$ cat config.mk
export PLATFORM = sky130hd
export DESIGN_NAME = yuv422_to_yuv444
export DESIGN_NICKNAME = d
export VERILOG_FILES = /design/src/rtl/yuv422_to_yuv444.sv
export SDC_FILE = /design/constraint.sdc
export NUM_CORES = 1
export LEC_CHECK = 0
export ABC_AREA = 1
export BUFFER_PORTS_ARGS = -buffer_cell sky130_fd_sc_hd__buf_2
export CAP_MARGIN = 10
export CORE_MARGIN = 5
export CORE_UTILIZATION = 47
export DETAILED_ROUTE_END_ITERATION = 12
export PLACE_DENSITY = 0.73
export SYNTH_ARGS = -nofsm -noshare
export SYNTH_HDL_FRONTEND = slang
export SYNTH_SLANG_ARGS = --single-unit
$ cat constraint.sdc
create_clock -name vid_clk -period 2 [get_ports vid_clk]
set_input_delay 0.3 -clock vid_clk [delete_from_list [all_inputs] [get_ports vid_clk]]
set_output_delay 0.3 -clock vid_clk [all_outputs]
set_load 0.02 [all_outputs]
$ cat src/rtl/yuv422_to_yuv444.sv
// 4-pixel/clock 4:2:2 -> 4:4:4 chroma upsampler with one-beat lookahead for odd-pixel chroma.
// Two-stage pipeline: stage-1 beat register, then output register; syncs and data delayed 2 clocks.
module yuv422_to_yuv444 #(
   parameter int INTERP     = 1,
   parameter int BLANK_ZERO = 1,
   parameter int CNT_W      = 12
) (
   input  logic             vid_clk,
   input  logic             vid_rst_n,
   input  logic [31:0]      in_y,
   input  logic [31:0]      in_c,
   input  logic             in_hs,
   input  logic             in_vs,
   input  logic             in_de,
   output logic [31:0]      out_y,
   output logic [31:0]      out_u,
   output logic [31:0]      out_v,
   output logic             out_hs,
   output logic             out_vs,
   output logic             out_de,
   output logic [CNT_W-1:0] line_beats
);

   logic [31:0]      s1_y;
   logic [31:0]      s1_c;
   logic             s1_hs;
   logic             s1_vs;
   logic             s1_de;
   logic [31:0]      u_nxt;
   logic [31:0]      v_nxt;
   logic [CNT_W-1:0] beat_cnt;

   function automatic logic [7:0] avg8(input logic [7:0] a, input logic [7:0] b);
      logic [8:0] sum;
      sum = {1'b0, a} + {1'b0, b} + 9'd1;
      return sum[8:1];
   endfunction

   always_ff @(posedge vid_clk or negedge vid_rst_n) begin
      if (!vid_rst_n) begin
         s1_y  <= '0;
         s1_c  <= '0;
         s1_hs <= 1'b0;
         s1_vs <= 1'b0;
         s1_de <= 1'b0;
      end else begin
         s1_y  <= in_y;
         s1_c  <= in_c;
         s1_hs <= in_hs;
         s1_vs <= in_vs;
         s1_de <= in_de;
      end
   end

   // Live input is the next beat; its co-sited p0 chroma feeds p3 of the current beat.
   always_comb begin
      u_nxt = '0;
      v_nxt = '0;
      u_nxt[7:0]   = s1_c[7:0];
      v_nxt[7:0]   = s1_c[15:8];
      u_nxt[23:16] = s1_c[23:16];
      v_nxt[23:16] = s1_c[31:24];
      if (INTERP != 0) begin
         u_nxt[15:8] = avg8(s1_c[7:0], s1_c[23:16]);
         v_nxt[15:8] = avg8(s1_c[15:8], s1_c[31:24]);
         if (in_de) begin
            u_nxt[31:24] = avg8(s1_c[23:16], in_c[7:0]);
            v_nxt[31:24] = avg8(s1_c[31:24], in_c[15:8]);
         end else begin
            u_nxt[31:24] = s1_c[23:16];
            v_nxt[31:24] = s1_c[31:24];
         end
      end else begin
         u_nxt[15:8]  = s1_c[7:0];
         v_nxt[15:8]  = s1_c[15:8];
         u_nxt[31:24] = s1_c[23:16];
         v_nxt[31:24] = s1_c[31:24];
      end
   end

   always_ff @(posedge vid_clk or negedge vid_rst_n) begin
      if (!vid_rst_n) begin
         out_y  <= '0;
         out_u  <= '0;
         out_v  <= '0;
         out_hs <= 1'b0;
         out_vs <= 1'b0;
         out_de <= 1'b0;
      end else begin
         out_hs <= s1_hs;
         out_vs <= s1_vs;
         out_de <= s1_de;
         if ((BLANK_ZERO != 0) && !s1_de) begin
            out_y <= '0;
            out_u <= '0;
            out_v <= '0;
         end else begin
            out_y <= s1_y;
            out_u <= u_nxt;
            out_v <= v_nxt;
         end
      end
   end

   // out_de holds the previous stage-1 de, so (!s1_de && out_de) marks the line's end.
   always_ff @(posedge vid_clk or negedge vid_rst_n) begin
      if (!vid_rst_n) begin
         beat_cnt   <= '0;
         line_beats <= '0;
      end else if (s1_de) begin
         if (beat_cnt != '1) beat_cnt <= beat_cnt + CNT_W'(1);
      end else if (out_de) begin
         line_beats <= beat_cnt;
         beat_cnt   <= '0;
      end
   end

endmodule

==> flow_summary.yaml <==
yosys:
  ys.flop_type: "dfrtp_1"
  synth_fp_nets: 834
  syn_inst: 732
  muxShareOfSynthArea_pct: 0.3019
  syn-cell-area_sq_um: 7461
  avgSynthCellArea_sq_um: 10.19
  ys_async_sr_fraction_pct: 100.0
  ys_ff_latch: 190
  yosysSeqAreaShare_pct: 63.73
  synth_fa_ha_area_share_pct: 5.937
  synth-simple-area-share_pct: 14.69
  synth_xor_area_share_pct: 1.526
  synth_compound_area_share_pct: 5.870
  synth_top_family_by_area: "simple AND/OR/NAND/NOR gates"
  synth_edf_count: 0
  ys_types: 31
  synth_warnings: 0
sta:
  setup_viol: 0
  max_freq_mhz: 564.2
  whs_ns: 0.01746
  rsz0062_at_grt: "no"
  drv_slew: 0
  period_share_pct: 88.62
  slew_headroom_pct: 64.20
  hold_violations: 0
  clock_skew_ns: 0.01023
  post-route-min-period_ns: 1.772
  worst_pin_slew_ns: 0.5370
  fin_setup_tns_ns: 0
clock_network:
  clock_sinks: 190
  worstSkewPairLatency_ns: 0.43
  clk_pin_slew_ns: 0.07
  cts_resized: 0
  cts-root-buf: "clkbuf_16"
  numCtsBuffers: 17
  htreeDepth: 4
  cts_tree: "yes"
  clock_path_buffers: 2
finish:
  area_growth_pct: 32.79
  num_antenna_cells: 0
  multiInputGateArea_sq_um: 2113
  nNetsFinal: 1087
  layout-drive-gt1-share_pct: 24.35
  fillCellCount: 1276
  seq_area_sq_um: 4756
  stdcell_count: 1214
worst_setup_path:
  critPathMaxStageDelay_ns: 0.52
  rr_worst_depth: 8
  end_kind: "flop"
  worstPathArrival_ns: 2.10
  path_delay_family: "buffers and inverters"
  crit_top_cell: "nand2_1"
  path_buf_inv: 5
  reg2reg_slack_ns: 0.30
  crit_path_max_fanout: 2
  reg2reg_from: "s1_c[17]"
  r2r_end: "out_u[27]"
  cp_cell_sequence: "dlygate4sd3_1, buf_2, inv_1, nand2_1, inv_1, fa_1, o21ai_0, nand2_1, xor2_1, nand2_1, nand2_1, inv_1"
  critPathKind: "in -> reg"
  critPathLaunchType: "input pin"
  cp_slowest_cell: "dlygate4sd3_1"
  required_ns: 2.33
drt:
  via_count: 5468
  drc: 0
  totalWireLength_um: 16530
  drt-initial-drc-count: 261
  dr.pass1.iters: 5
  avgViaCountPerCell: 4.504
  wl_per_cell_um: 13.61
  ant_nets: 0
power:
  totalPowerFinal_mw: 8.896
  p_per_area_nw_per_um2: 898.0
  leakage_nw: 5.685
  ir_drop_mv: 0.5267
placed_design:
  io_buffers: 179
  dpl.hpwl_um: 11330
  place_congestion: 0.8453
  dp_cells: 1118
floorplanning:
  coreArea_sq_um: 15710
  fp.dieArea_sq_um: 18490
  die_y_um: 136.0
  die_w_um: 136.0
  start_util_pct: 47.48
  std_cell_rows: 46
  ios: 180
run:
  cap_violations: 0
grt:
  antenna_found_initial: 0
  grt_max_degree: 90
  grt_pass1_vias: 5489
  grt.total_usage_pct: 18.69
  globalRoute.totalOverflow: 0
  grt_pass1_wl_um: 27050
worst_hold_path:
  worstHoldPathType: "in -> reg"
  min_from: "in_c[14]"
  worstHoldEndpoint: "s1_c[14]"
  min_path_cells: 1
status:
  status: "complete, no violations"
## kinds of logic (layout without fill, tap and decap cells)
family	count (synthesis)	in the layout
multiplexers	2	2
adder cells (fa/ha/maj)	33	33
buffers and inverters	154	420
AO/OA/AOI/OAI	80	80
AND/OR/NAND/NOR	260	260
XOR/XNOR	13	13
flip-flops	190	190
## state kept, by name, summed over array words and instances, names as in the netlist
name        count
out_hs          1
s1_c           32
out_y          32
s1_y           32
s1_de           1
beat_cnt       12
out_vs          1
s1_vs           1
line_beats     12
s1_hs           1
out_u          32
out_v          32
out_de          1
## layout make-up
type,count,share of cell area (%)
inverter,137,5.216
clock inverter,15,1.718
tap,216,2.728
sequential,190,48.00
timing repair buffer,251,16.71
multi-input combinational,388,21.33
clock buffer,17,4.294
## through the flow
| step | utilization (%) | cell area (sq um) | setup slack [ns] |
|---|---|---|---|
| detailed placement | 55.18 | 8671 | 0.2933 |
| global placement | 55.18 | 8671 | 0.3110 |
| CTS | 63.05 | 9907 | 0.2366 |
| global route | 63.05 | 9907 | 0.05864 |
| finish | 63.05 | 9907 | 0.2276 |
| floorplan | - | 7461 | 0.4359 |
## synth_stat cells (4+ instances only)
master    instances  share of area [%]
a21oi_1          35                2.3
nor2_2            4               0.34
nor2_1           38                1.9
fa_1              4                1.1
o21ai_0          27                1.8
xnor2_1           4               0.47
buf_2             7               0.47
inv_1           133                6.7
o21ai_1           6               0.40
ha_1             29                4.9
xor2_1            9                1.1
nand2_1         171                8.6
clkbuf_1          9               0.45
o21ai_2           6               0.70
nand4_1           4               0.34
dfrtp_1         190                 64
nand3_1          33                2.2
## worst max-delay path by stage
stage,cells after the start,slack [ns],to,from
6_report,12,0.23,out_u[27],in_c[0]
3_5_place_dp,8,0.29,out_u[29],s1_c[17]
3_3_place_gp,11,0.31,out_u[29],in_c[0]
5_1_grt,11,0.06,out_u[31],in_c[0]
2_1_floorplan,8,0.44,out_u[27],s1_c[17]
4_1_cts,11,0.24,out_u[31],in_c[0]
## timing repair
item | in CTS | in global routing
endpoints found under the setup margin | 0 | 0
buffers inserted | 0 | 0
hold buffers | 64 | 0
hold endpoints to repair | 126 | 0
## worst reg2reg max path, delay by kind of cell (launching register included)
kind,cells,cell delay [ns]
XOR/XNOR,1,0.14
flip-flops,1,0.44
AND/OR/NAND/NOR,3,0.22
adder cells (fa/ha/maj),1,0.43
AO/OA/AOI/OAI,1,0.24
buffers and inverters,2,0.13
## power breakdown
group	internal, mW	switching [mW]
Clock	1.79	1.58
Sequential	4.09	0.128
Combinational	0.497	0.807
## per-layer routing
| layer | vias up | part of all wire (%) | GRT usage, % |
|---|---|---|---|
| li1 | 2744 | - | - |
| met1 | 2580 | 42 | 23.80 |
| met2 | 123 | 52 | 31.97 |
| met3 | 21 | 3.7 | 2.961 |
| met4 | 0 | 2.0 | 7.727 |
| met5 | - | 0 | 0 |
## cell usage in the layout, fill, tap and decap left out, drive strengths merged
cell	count
fa	4
nand3	33
xnor2	4
o211ai	1
dlygate4sd3	64
mux2	2
dfrtp	190
xor2	9
buf	186
inv	146
nand2	176
bufinv	1
a21o	1
nor2	44
clkinv	5
o21ai	39
nor3	1
a21oi	35
a211oi	2
or2	1
a21boi	2
ha	29
nand4	5
clkbuf	18
(Power assumes the default switching activity.)
